[config.mk]
export PLATFORM = sky130hd
export DESIGN_NAME = pip_ma_lsu
export DESIGN_NICKNAME = d
export VERILOG_FILES = /design/src/rtl/pip_rv32_pkg.sv /design/src/rtl/pip_ma_align.sv /design/src/rtl/pip_ma_lsu.sv
export SDC_FILE = /design/constraint.sdc
export NUM_CORES = 1
export LEC_CHECK = 0
export BUFFER_PORTS_ARGS = -buffer_cell sky130_fd_sc_hd__buf_4
export CAP_MARGIN = 20
export CORE_UTILIZATION = 39
export CTS_CLUSTER_SIZE = 8
export DETAILED_ROUTE_END_ITERATION = 7
export PLACE_DENSITY = 0.68
export SETUP_SLACK_MARGIN = 0.5
export SLEW_MARGIN = 0
export SYNTH_ARGS = -nofsm -noshare
export SYNTH_HDL_FRONTEND = slang
export SYNTH_SLANG_ARGS = --single-unit
[constraint.sdc]
create_clock -name iCLK -period 3.15 [get_ports iCLK]
set_input_delay 0.63 -clock iCLK [delete_from_list [all_inputs] [get_ports iCLK]]
set_output_delay 0.63 -clock iCLK [all_outputs]
set_load 0.005 [all_outputs]
[src/rtl/pip_rv32_pkg.sv]
// rtl/pip_rv32_pkg.sv - load/store funct3 codes, LSU state encoding, access legality helper
package pip_rv32_pkg;

  localparam logic [2:0] LB  = 3'b000;
  localparam logic [2:0] LH  = 3'b001;
  localparam logic [2:0] LW  = 3'b010;
  localparam logic [2:0] LD  = 3'b011;
  localparam logic [2:0] LBU = 3'b100;
  localparam logic [2:0] LHU = 3'b101;
  localparam logic [2:0] LWU = 3'b110;

  localparam logic [2:0] SB  = 3'b000;
  localparam logic [2:0] SH  = 3'b001;
  localparam logic [2:0] SW  = 3'b010;
  localparam logic [2:0] SD  = 3'b011;

  typedef enum logic {
    IDLE = 1'b0,
    WAIT = 1'b1
  } lsuState_e;

  // Undefined encodings fold into the misaligned exception path alongside real misalignment.
  function automatic logic accessOk(input logic isLoad, input logic [2:0] funct3,
                                    input logic [2:0] off, input logic is64);
    logic legal;
    logic aligned;
    if (isLoad)
      legal = (funct3 == LB) | (funct3 == LH) | (funct3 == LW) | (funct3 == LBU) |
              (funct3 == LHU) | (is64 & ((funct3 == LD) | (funct3 == LWU)));
    else
      legal = (funct3 == SB) | (funct3 == SH) | (funct3 == SW) | (is64 & (funct3 == SD));
    case (funct3[1:0])
      2'd0:    aligned = 1'b1;
      2'd1:    aligned = ~off[0];
      2'd2:    aligned = ~|off[1:0];
      default: aligned = ~|off;
    endcase
    return legal & aligned;
  endfunction

endpackage

[src/rtl/pip_ma_align.sv]
// rtl/pip_ma_align.sv - byte-enable/store replication and load lane extract/extend
module pip_ma_align
  import pip_rv32_pkg::*;
#(
  parameter int XLEN = 32
) (
  input  logic [2:0]        funct3,
  input  logic [2:0]        off,
  input  logic [XLEN-1:0]   stData,
  input  logic [XLEN-1:0]   rdData,
  output logic [XLEN/8-1:0] be,
  output logic [XLEN-1:0]   wdata,
  output logic [XLEN-1:0]   ldData
);

  localparam int BW = XLEN / 8;

  logic [XLEN-1:0] shifted;
  logic [XLEN-1:0] mask;
  logic [BW-1:0]   beBase;
  logic            signBit;

  assign shifted = rdData >> {off, 3'b000};

  always_comb begin
    beBase  = '1;
    mask    = '1;
    signBit = 1'b0;
    wdata   = stData;
    case (funct3[1:0])
      2'd0: begin
        beBase  = BW'(8'h01);
        mask    = XLEN'(64'hFF);
        signBit = shifted[7];
        wdata   = {BW{stData[7:0]}};
      end
      2'd1: begin
        beBase  = BW'(8'h03);
        mask    = XLEN'(64'hFFFF);
        signBit = shifted[15];
        wdata   = {(XLEN/16){stData[15:0]}};
      end
      2'd2: begin
        beBase  = BW'(8'h0F);
        mask    = XLEN'(64'hFFFF_FFFF);
        signBit = shifted[31];
        wdata   = {(XLEN/32){stData[31:0]}};
      end
      default: ;
    endcase
    be = beBase << off;
    // funct3[2] marks the unsigned load variants.
    ldData = (shifted & mask) | ((signBit & ~funct3[2]) ? ~mask : '0);
  end

endmodule

[src/rtl/pip_ma_lsu.sv]
// rtl/pip_ma_lsu.sv - memory-access stage load/store unit with single outstanding request
module pip_ma_lsu
  import pip_rv32_pkg::*;
#(
  parameter int XLEN   = 32,
  parameter int ADDR_W = 32
) (
  input  logic                iCLK,
  input  logic                iRST,
  input  logic                iValid,
  input  logic                iMEM,
  input  logic                iRW,
  input  logic [2:0]          iFUNCT3,
  input  logic [ADDR_W-1:0]   iADDR,
  input  logic [XLEN-1:0]     iSTDATA,
  input  logic [4:0]          iDregADDR,
  input  logic [XLEN-1:0]     iDregDATA,
  output logic                oStall,
  output logic                oValid,
  output logic [4:0]          oDregADDR,
  output logic [XLEN-1:0]     oDregDATA,
  output logic                oMisalign,
  output logic                oDReq,
  output logic                oDWe,
  output logic [ADDR_W-1:0]   oDAddr,
  output logic [XLEN/8-1:0]   oDBe,
  output logic [XLEN-1:0]     oDWdata,
  input  logic                iDAck,
  input  logic [XLEN-1:0]     iDRdata
);

  localparam int OFFW = (XLEN == 64) ? 3 : 2;

  lsuState_e         state;
  logic [2:0]        capFunct3, capOff, inOff, alignF3, alignOff;
  logic [4:0]        capRd;
  logic              capLoad, memOk, accept;
  logic [XLEN/8-1:0] alignBe;
  logic [XLEN-1:0]   alignWdata, alignLd;

  assign inOff    = 3'(iADDR[OFFW-1:0]);
  assign memOk    = accessOk(iRW, iFUNCT3, inOff, XLEN == 64);
  assign accept   = (state == IDLE) & iValid & iMEM & memOk;
  assign oStall   = (state == WAIT) | accept;
  assign alignF3  = (state == WAIT) ? capFunct3 : iFUNCT3;
  assign alignOff = (state == WAIT) ? capOff : inOff;

  pip_ma_align #(.XLEN(XLEN)) uAlign (
    .funct3(alignF3),
    .off   (alignOff),
    .stData(iSTDATA),
    .rdData(iDRdata),
    .be    (alignBe),
    .wdata (alignWdata),
    .ldData(alignLd)
  );

  always_ff @(posedge iCLK) begin
    if (iRST) begin
      state     <= IDLE;
      oValid    <= 1'b0;
      oDregADDR <= '0;
      oDregDATA <= '0;
      oMisalign <= 1'b0;
      oDReq     <= 1'b0;
      oDWe      <= 1'b0;
      oDAddr    <= '0;
      oDBe      <= '0;
      oDWdata   <= '0;
      capFunct3 <= '0;
      capOff    <= '0;
      capRd     <= '0;
      capLoad   <= 1'b0;
    end else begin
      oValid    <= 1'b0;
      oMisalign <= 1'b0;
      case (state)
        IDLE: begin
          if (iValid && !iMEM) begin
            oValid    <= 1'b1;
            oDregADDR <= iDregADDR;
            oDregDATA <= iDregDATA;
          end else if (accept) begin
            oDReq     <= 1'b1;
            oDWe      <= ~iRW;
            oDAddr    <= {iADDR[ADDR_W-1:OFFW], OFFW'(0)};
            oDBe      <= alignBe;
            oDWdata   <= alignWdata;
            capFunct3 <= iFUNCT3;
            capOff    <= inOff;
            capRd     <= iDregADDR;
            capLoad   <= iRW;
            state     <= WAIT;
          end else if (iValid) begin
            oValid    <= 1'b1;
            oMisalign <= 1'b1;
            oDregADDR <= '0;
            oDregDATA <= '0;
          end
        end
        WAIT: begin
          // Request outputs stay frozen until the memory acknowledges.
          if (iDAck) begin
            oDReq     <= 1'b0;
            oDWe      <= 1'b0;
            oValid    <= 1'b1;
            oDregADDR <= capLoad ? capRd : 5'd0;
            oDregDATA <= capLoad ? alignLd : '0;
            state     <= IDLE;
          end
        end
        default: state <= IDLE;
      endcase
    end
  end

endmodule

==> metrics, run 1 <==
status complete, no violations; Die Span Y 123 µm; worst hold start oDAddr[17]$_SDFFE_PP0P_; IO buf count 249; initial antenna violation count 0; CP Data Arrival Time 2.65 ns; total gr overflow 0; Post-Synth Simple-Gate Area 0.172; via-per-instance ratio 5.53; final RePlAce weighted congestion 0.927; CTS Buf Count 17; CP most frequent cell mux2i_2; Vias 5,960; pre-CTS setup slack 0.322 ns; core box area 14,100 µm²; synth top area cells dfxtp_1, nand2_1, mux2i_1; adder-cell share of the synthesized area 0; clock skew 0.00932 ns; PD cells 523 nW/µm²; Leak Pwr 0.00356 µW; Sw Share 0.239; unrepaired setup endpoints after global routing no; syn_area_per_cell 8.73 µm²; mux contribution to synthesized area 0.128; area of the die 15,100 µm²; Final min period 2.39 ns; number of global-route vias before repair 5,808; Min-Delay Path Class flip-flop to flip-flop; global-route wire length before repair 30,100 µm; P_int 3330 µW; count of cell types in the netlist 51; DR iter-0 viols 475; Async S/R FF share, synth 0; post-synth design cell area 5700 µm²; Root Buffer clkbuf_16; FMAX 0.418 GHz; Pwr Total 4370 µW; final WL 20,000 µm; Area growth syn-to-layout 46.5%; WHS 0.454 ns; CP max FO 14; Ys Warns 0; sequential share of the synthesized area 0.418; Worst setup EP type flip-flop; CTS sink cnt 119; measured slew at the worst slew-check pin 0.931 ns; top cell type's share of synthesized area 0.418; hold-critical path endpoint oDAddr[17]$_SDFFE_PP0P_; post-route setup slack 0.757 ns; Clk pwr share 0.473; critical path class flip-flop to flip-flop; Startpoint Class flip-flop; Synth Instances 653; CP peak stage delay 0.56 ns; antenna diode count 0; WP data required 3.41 ns; CP cell instances buf_4 -> mux2i_2 -> mux2i_1 -> mux2i_2 -> a211oi_4 -> buf_12 -> o22ai_2; clk_lat worst skew 0.41 ns; # DRC 0; Chip Width 123 µm; Rel. slew slack 0.378; Hold Vio Cnt, Final 0; reg2reg setup slack 0.76 ns; clock-pin slew on the worst setup and hold paths 0.06 ns; Synth Area in XOR/XNOR 0; final core utilization 0.593; Top FF cell, synth dfxtp_1; worst vdd ir 0.000380 V; setup violators final 0; setup TNS 0 ns; boundary pin count 252; Seq pwr share 0.369; CTS tree done; pin count of the biggest net entering global routing 58; Comb power frac 0.158; Synth area leader dfxtp_1; final worst path period share 0.760; Max-Cap Viols 0; Clock Tree Buf Depth 2; Initial Utilization 0.404; Routed WL per cell 18.6 µm; Tot GR Track Use 0.265; Slowest-stage cell, CP dfxtp_1; R2R Path End oDregDATA[17]$_SDFFE_PP0P_; largest family of logic cells by synthesized area compound AO/OA/AOI/OAI gates; Yosys reg bits 119; CTS Hold Bufs 0; max-slew violation count 0; post-route antenna net violation count 0; dpl hpwl 14,800 µm; H-tree Lvls 4; Pre-Repair DR Iteration Count 7; Worst R2R Start state$_SDFF_PP0_; number of synthesized flops with an enable pin 0; Sw Pwr 1040 µW; FP Rows 43; net total in the final layout 1,027; FF-to-FF path depth 7; Hold Path Depth 2; compound-gate portion of the synthesized area 0.226; layout cells sized above 1 0.370
==> worst max-delay path by stage <==
stage / start / depth (start not counted) / slack, ns / to
after CTS: state$_SDFF_PP0_ / 5 / 0.58 / oDregDATA[5]$_SDFFE_PP0P_
final: state$_SDFF_PP0_ / 7 / 0.76 / oDregDATA[17]$_SDFFE_PP0P_
after global placement: state$_SDFF_PP0_ / 6 / 0.47 / oDregDATA[24]$_SDFFE_PP0P_
after floorplan: iADDR[0] / 6 / 0.86 / oDregDATA[5]$_SDFFE_PP0P_
after global routing: state$_SDFF_PP0_ / 7 / 0.59 / oDregDATA[21]$_SDFFE_PP0P_
after detailed placement: state$_SDFF_PP0_ / 6 / 0.32 / oDregDATA[26]$_SDFFE_PP0P_
==> power groups by stage <==
| stage | clock [µW] | sequential (µW) | combinational (µW) |
|---|---|---|---|
| finish | 2070 | 1610 | 690 |
| global route | 2170 | 1620 | 744 |
| detailed placement | 0 | 1640 | 668 |
| CTS | 2100 | 1610 | 681 |
| floorplan | 0 | 1640 | 332 |
| global placement | 0 | 1640 | 654 |
==> sequential cells by signal, indices dropped and copies added, names as in the netlist, 2 cells and up <==
| signal | cells |
|---|---|
| capOff | 2 |
| oDBe | 4 |
| oDregDATA | 32 |
| oDWdata | 32 |
| oDregADDR | 5 |
| capRd | 5 |
| capFunct3 | 3 |
| oDAddr | 30 |
==> through the flow <==
stage | instances | instance area, µm²
after floorplan | 654 | 5710
after global placement | 1040 | 7660
after detailed placement | 1040 | 7660
after CTS | 1074 | 8330
after global routing | 1078 | 8360
final | 1078 | 8360
==> placed cells by master (no fill, tap or decap), drive strengths merged, types with 2 or more instances in the layout <==
cell type and instances:
or2 2, a311oi 8, nand3 4, nor2b 2
o22ai 17, nor3b 11, o211ai 3, nor2 50
clkinv 3, o21a 2, nor3 10, a211oi 26
mux4 7, and3b 2, bufinv 4, o31ai 2
o21ai 25, a21oi 58, buf 271, nand2 141
a22o 8, dfxtp 119, a221oi 21, mux2i 52
o2111ai 7, clkbuf 24, mux2 2, nand2b 3
conb 2, inv 2
==> critical path, delay by kind of cell, from the launching register on <==
| family | cells | cell delay [ns] |
|---|---|---|
| multiplexers | 3 | 0.80 |
| flip-flops | 1 | 0.56 |
| buffers and inverters | 2 | 0.48 |
| AO/OA/AOI/OAI | 2 | 0.40 |
==> cells by family after synthesis <==
group	after synthesis
and+or+nand+nor	229
buffers and inverters	61
other	1
DFF	119
muxes	61
AOI/OAI and AO/OA	182
==> layer usage <==
layer	vias up	track usage	routed length (µm)
met4	0	0.121	557
met2	270	0.432	9850
met1	2833	0.327	8160
met3	36	0.0706	1450
met5	-	0	0
li1	2821	-	-
==> final cells by class <==
type | count | area (µm²)
clock inverters | 8 | 143
inverters | 2 | 7.51
fillers | 1216 | 5740
flip-flops and latches | 119 | 2380
clock buffers | 24 | 492
repair buffers | 271 | 2070
multi-input cells | 474 | 3030
well taps | 180 | 225
==> timing repair <==
| item | 4_1_cts | 5_1_grt |
|---|---|---|
| pin swaps | 1 | 0 |
| resized for setup | 0 | 0 |
| endpoints found under the setup margin | 16 | 2 |
| setup buffers | 2 | 4 |
==> Yosys cell counts, types with 2 or more instances <==
cell type and number:
buf_1 2, nand3_1 4, nand2_1 141, o211ai_1 3
mux4_2 4, inv_1 2, buf_2 21, mux4_1 3
a221oi_1 21, and3b_1 2, or2_2 2, nor2b_1 2
a311oi_1 8, o2111ai_1 7, o21ai_1 2, dfxtp_1 119
buf_6 5, mux2_2 2, mux2i_2 2, o21a_1 2
o22ai_2 10, mux2i_1 49, nor3_1 9, clkbuf_1 26
a211oi_1 25, o21ai_0 23, a22o_1 8, o22ai_1 7
a21oi_1 57, buf_4 4, nor2_1 50, nand2b_1 3
nor3b_1 10
(Power assumes the default switching activity.)
==> run 2, diff against run 1 <==
--- a/config.mk
+++ b/config.mk
@@ -10,7 +10,7 @@
 export CORE_UTILIZATION = 39
 export CTS_CLUSTER_SIZE = 8
 export DETAILED_ROUTE_END_ITERATION = 7
-export PLACE_DENSITY = 0.68
+export PLACE_DENSITY = 0.71
 export SETUP_SLACK_MARGIN = 0.5
 export SLEW_MARGIN = 0
 export SYNTH_ARGS = -nofsm -noshare
==> constraint.sdc (replaced) <==
create_clock -name iCLK -period 2.2 [get_ports iCLK]
set_input_delay 0.44 -clock iCLK [delete_from_list [all_inputs] [get_ports iCLK]]
set_output_delay 0.44 -clock iCLK [all_outputs]
set_load 0.005 [all_outputs]
==> metrics, run 2 (synthesis results as in run 1) <==
Final Instance Count excl. Fillers 1,098 (was 1,078); CP cell instances buf_6 -> buf_4 -> o32a_1 -> nor3_4 -> o31ai_4 -> buf_12 -> a211oi_1 (was buf_4 -> mux2i_2 -> mux2i_1 -> mux2i_2 -> a211oi_4 -> buf_12 -> o22ai_2); CTS Hold Bufs 0 (unchanged); area of the die 15,100 µm² (unchanged); via-per-instance ratio 5.51 (was 5.53); Min-Delay Path Class primary input to flip-flop (was flip-flop to flip-flop); CP Data Arrival Time 2.28 ns (was 2.65 ns); final RePlAce weighted congestion 0.888 (was 0.927); Area growth syn-to-layout 54.4% (was 46.5%); setup violators final 0 (unchanged); worst hold start iDregDATA[6] (was oDAddr[17]$_SDFFE_PP0P_); Routed WL per cell 18.7 µm (was 18.6 µm); Root Buffer clkbuf_16 (unchanged); Tot GR Track Use 0.268 (was 0.265); Filler cells 1,211 (was 1,216); Final min period 1.96 ns (was 2.39 ns); Rel. slew slack 0.639 (was 0.378); initial antenna violation count 0 (unchanged); delay-heaviest family, CP compound AO/OA/AOI/OAI gates (was multiplexers); commonest non-fill, non-tap cell in the layout buf_4 (unchanged); Slowest-stage cell, CP o32a_1 (was dfxtp_1); Pre-Repair DR Iteration Count 5 (was 7); CP peak stage delay 0.39 ns (was 0.56 ns); antenna diode count 0 (unchanged); final WL 20,500 µm (was 20,000 µm); # DRC 0 (unchanged); clk_lat worst skew 0.42 ns (was 0.41 ns); Sw Pwr 1560 µW (was 1040 µW); Hold Vio Cnt, Final 0 (unchanged); layout cells sized above 1 0.413 (was 0.370); P_int 4600 µW (was 3330 µW); unrepaired setup endpoints after global routing yes (was no); Initial Utilization 0.404 (unchanged); CTS sink cnt 119 (unchanged); net total in the final layout 1,048 (was 1,027); Worst setup EP type flip-flop (unchanged); Startpoint Class flip-flop (unchanged); Worst R2R Start state$_SDFF_PP0_ (unchanged); max-slew violation count 0 (unchanged); measured slew at the worst slew-check pin 0.541 ns (was 0.931 ns); Leak Pwr 0.00375 µW (was 0.00356 µW); Pwr Total 6160 µW (was 4370 µW); CTS Buf Count 17 (unchanged); core box area 14,100 µm² (unchanged); CTS tree done (unchanged); PD cells 700 nW/µm² (was 523 nW/µm²); dpl cells 1,050 (was 1,040); Die Span Y 123 µm (unchanged); WHS 0.262 ns (was 0.454 ns); boundary pin count 252 (unchanged); crit path buf inv count 3 (was 2); Sw Share 0.253 (was 0.239); FMAX 0.511 GHz (was 0.418 GHz); dpl hpwl 13,900 µm (was 14,800 µm); crit path launch state$_SDFF_PP0_ (unchanged); IO buf count 249 (unchanged); number of global-route vias before repair 5,702 (was 5,808); Comb power frac 0.180 (was 0.158); critical path class flip-flop to flip-flop (unchanged); post-route antenna net violation count 0 (unchanged); Vias 6,052 (was 5,960); Regs by FF count oDWdata (32), oDregDATA (32), oDAddr (30) (unchanged); final worst path period share 0.889 (was 0.760); Seq pwr share 0.373 (was 0.369); global-route wire length before repair 30,400 µm (was 30,100 µm); Chip Width 123 µm (unchanged); final core utilization 0.624 (was 0.593); Max-Cap Viols 0 (unchanged); worst vdd ir 0.000529 V (was 0.000380 V); status complete, no violations (unchanged); CP max FO 8 (was 14); pin count of the biggest net entering global routing 110 (was 58); H-tree Lvls 4 (unchanged); clock skew 0.00430 ns (was 0.00932 ns); WP data required 2.53 ns (was 3.41 ns); FP Rows 43 (unchanged); Clk pwr share 0.447 (was 0.473); clock-pin slew on the worst setup and hold paths 0.05 ns (was 0.06 ns); Clock Tree Buf Depth 2 (unchanged); total gr overflow 0 (unchanged); DR iter-0 viols 437 (was 475); setup TNS 0 ns (unchanged); most frequent cells in the layout buf_4, nand2_1, dfxtp_1 (unchanged)
run 2: changes by cell type in the layout (fill, tap and decap cells not counted), sizes merged:
cell and change:
buf +19, bufbuf +1, bufinv -2, clkinv +2
run 2: path summary, 6_finish.rpt:
path,to,slack (ns),depth (start not counted)
worst max-delay path,oDregDATA[11]$_SDFFE_PP0P_,0.24,7
worst min-delay path,oDregDATA[6]$_SDFFE_PP0P_,0.26,3
worst max register to register,oDregDATA[11]$_SDFFE_PP0P_,0.24,7
worst min register to register,oDBe[1]$_SDFFE_PP0P_,0.45,2
run 2: final cells by class:
cell class | instances | area [µm²] | share of cell area
multi-input combinational | 474 | 3180 | 0.362
timing repair buffer | 292 | 2410 | 0.274
sequential | 119 | 2390 | 0.271
clock buffer | 23 | 488 | 0.0554
tap | 180 | 225 | 0.0256
clock inverter | 8 | 96.3 | 0.0109
inverter | 2 | 7.51 | 0.000853
run 2: through the flow:
step | worst slack, ns | cell area (µm²)
2_1_floorplan | 0.219 | 5810
3_3_place_gp | 0.185 | 7870
3_5_place_dp | 0.137 | 7870
4_1_cts | 0.292 | 8670
5_1_grt | 0.191 | 8800
6_report | 0.244 | 8800
run 2: per-layer routing:
| metal | vias up | GRT usage | routed length (µm) |
|---|---|---|---|
| met5 | - | 0 | 0 |
| met4 | 0 | 0.146 | 839 |
| met3 | 55 | 0.0623 | 1270 |
| met2 | 257 | 0.420 | 9800 |
| met1 | 2872 | 0.340 | 8590 |
| li1 | 2868 | - | - |
run 2: worst reg2reg max path, delay by kind of cell, from the launching register on:
family | cells | cell delay [ns]
simple gates | 1 | 0.34
buf+inv | 3 | 0.43
compound gates | 3 | 0.75
flops | 1 | 0.36
run 2: power groups by stage:
stage	clock, µW	sequential (µW)	combinational [µW]
CTS	2790	2300	1070
detailed placement	0	2350	999
finish	2750	2300	1110
global placement	0	2340	993
floorplan	0	2350	501
global route	2880	2310	1180
run 2: repair_timing:
| action | in CTS | in global routing |
|---|---|---|
| pin swaps | 4 | 6 |
| endpoints found under the hold margin | 0 | 0 |
| endpoints found under the setup margin | 103 | 100 |
| setup buffers | 9 | 5 |
| cloned | 2 | 1 |
| resized for setup | 22 | 13 |
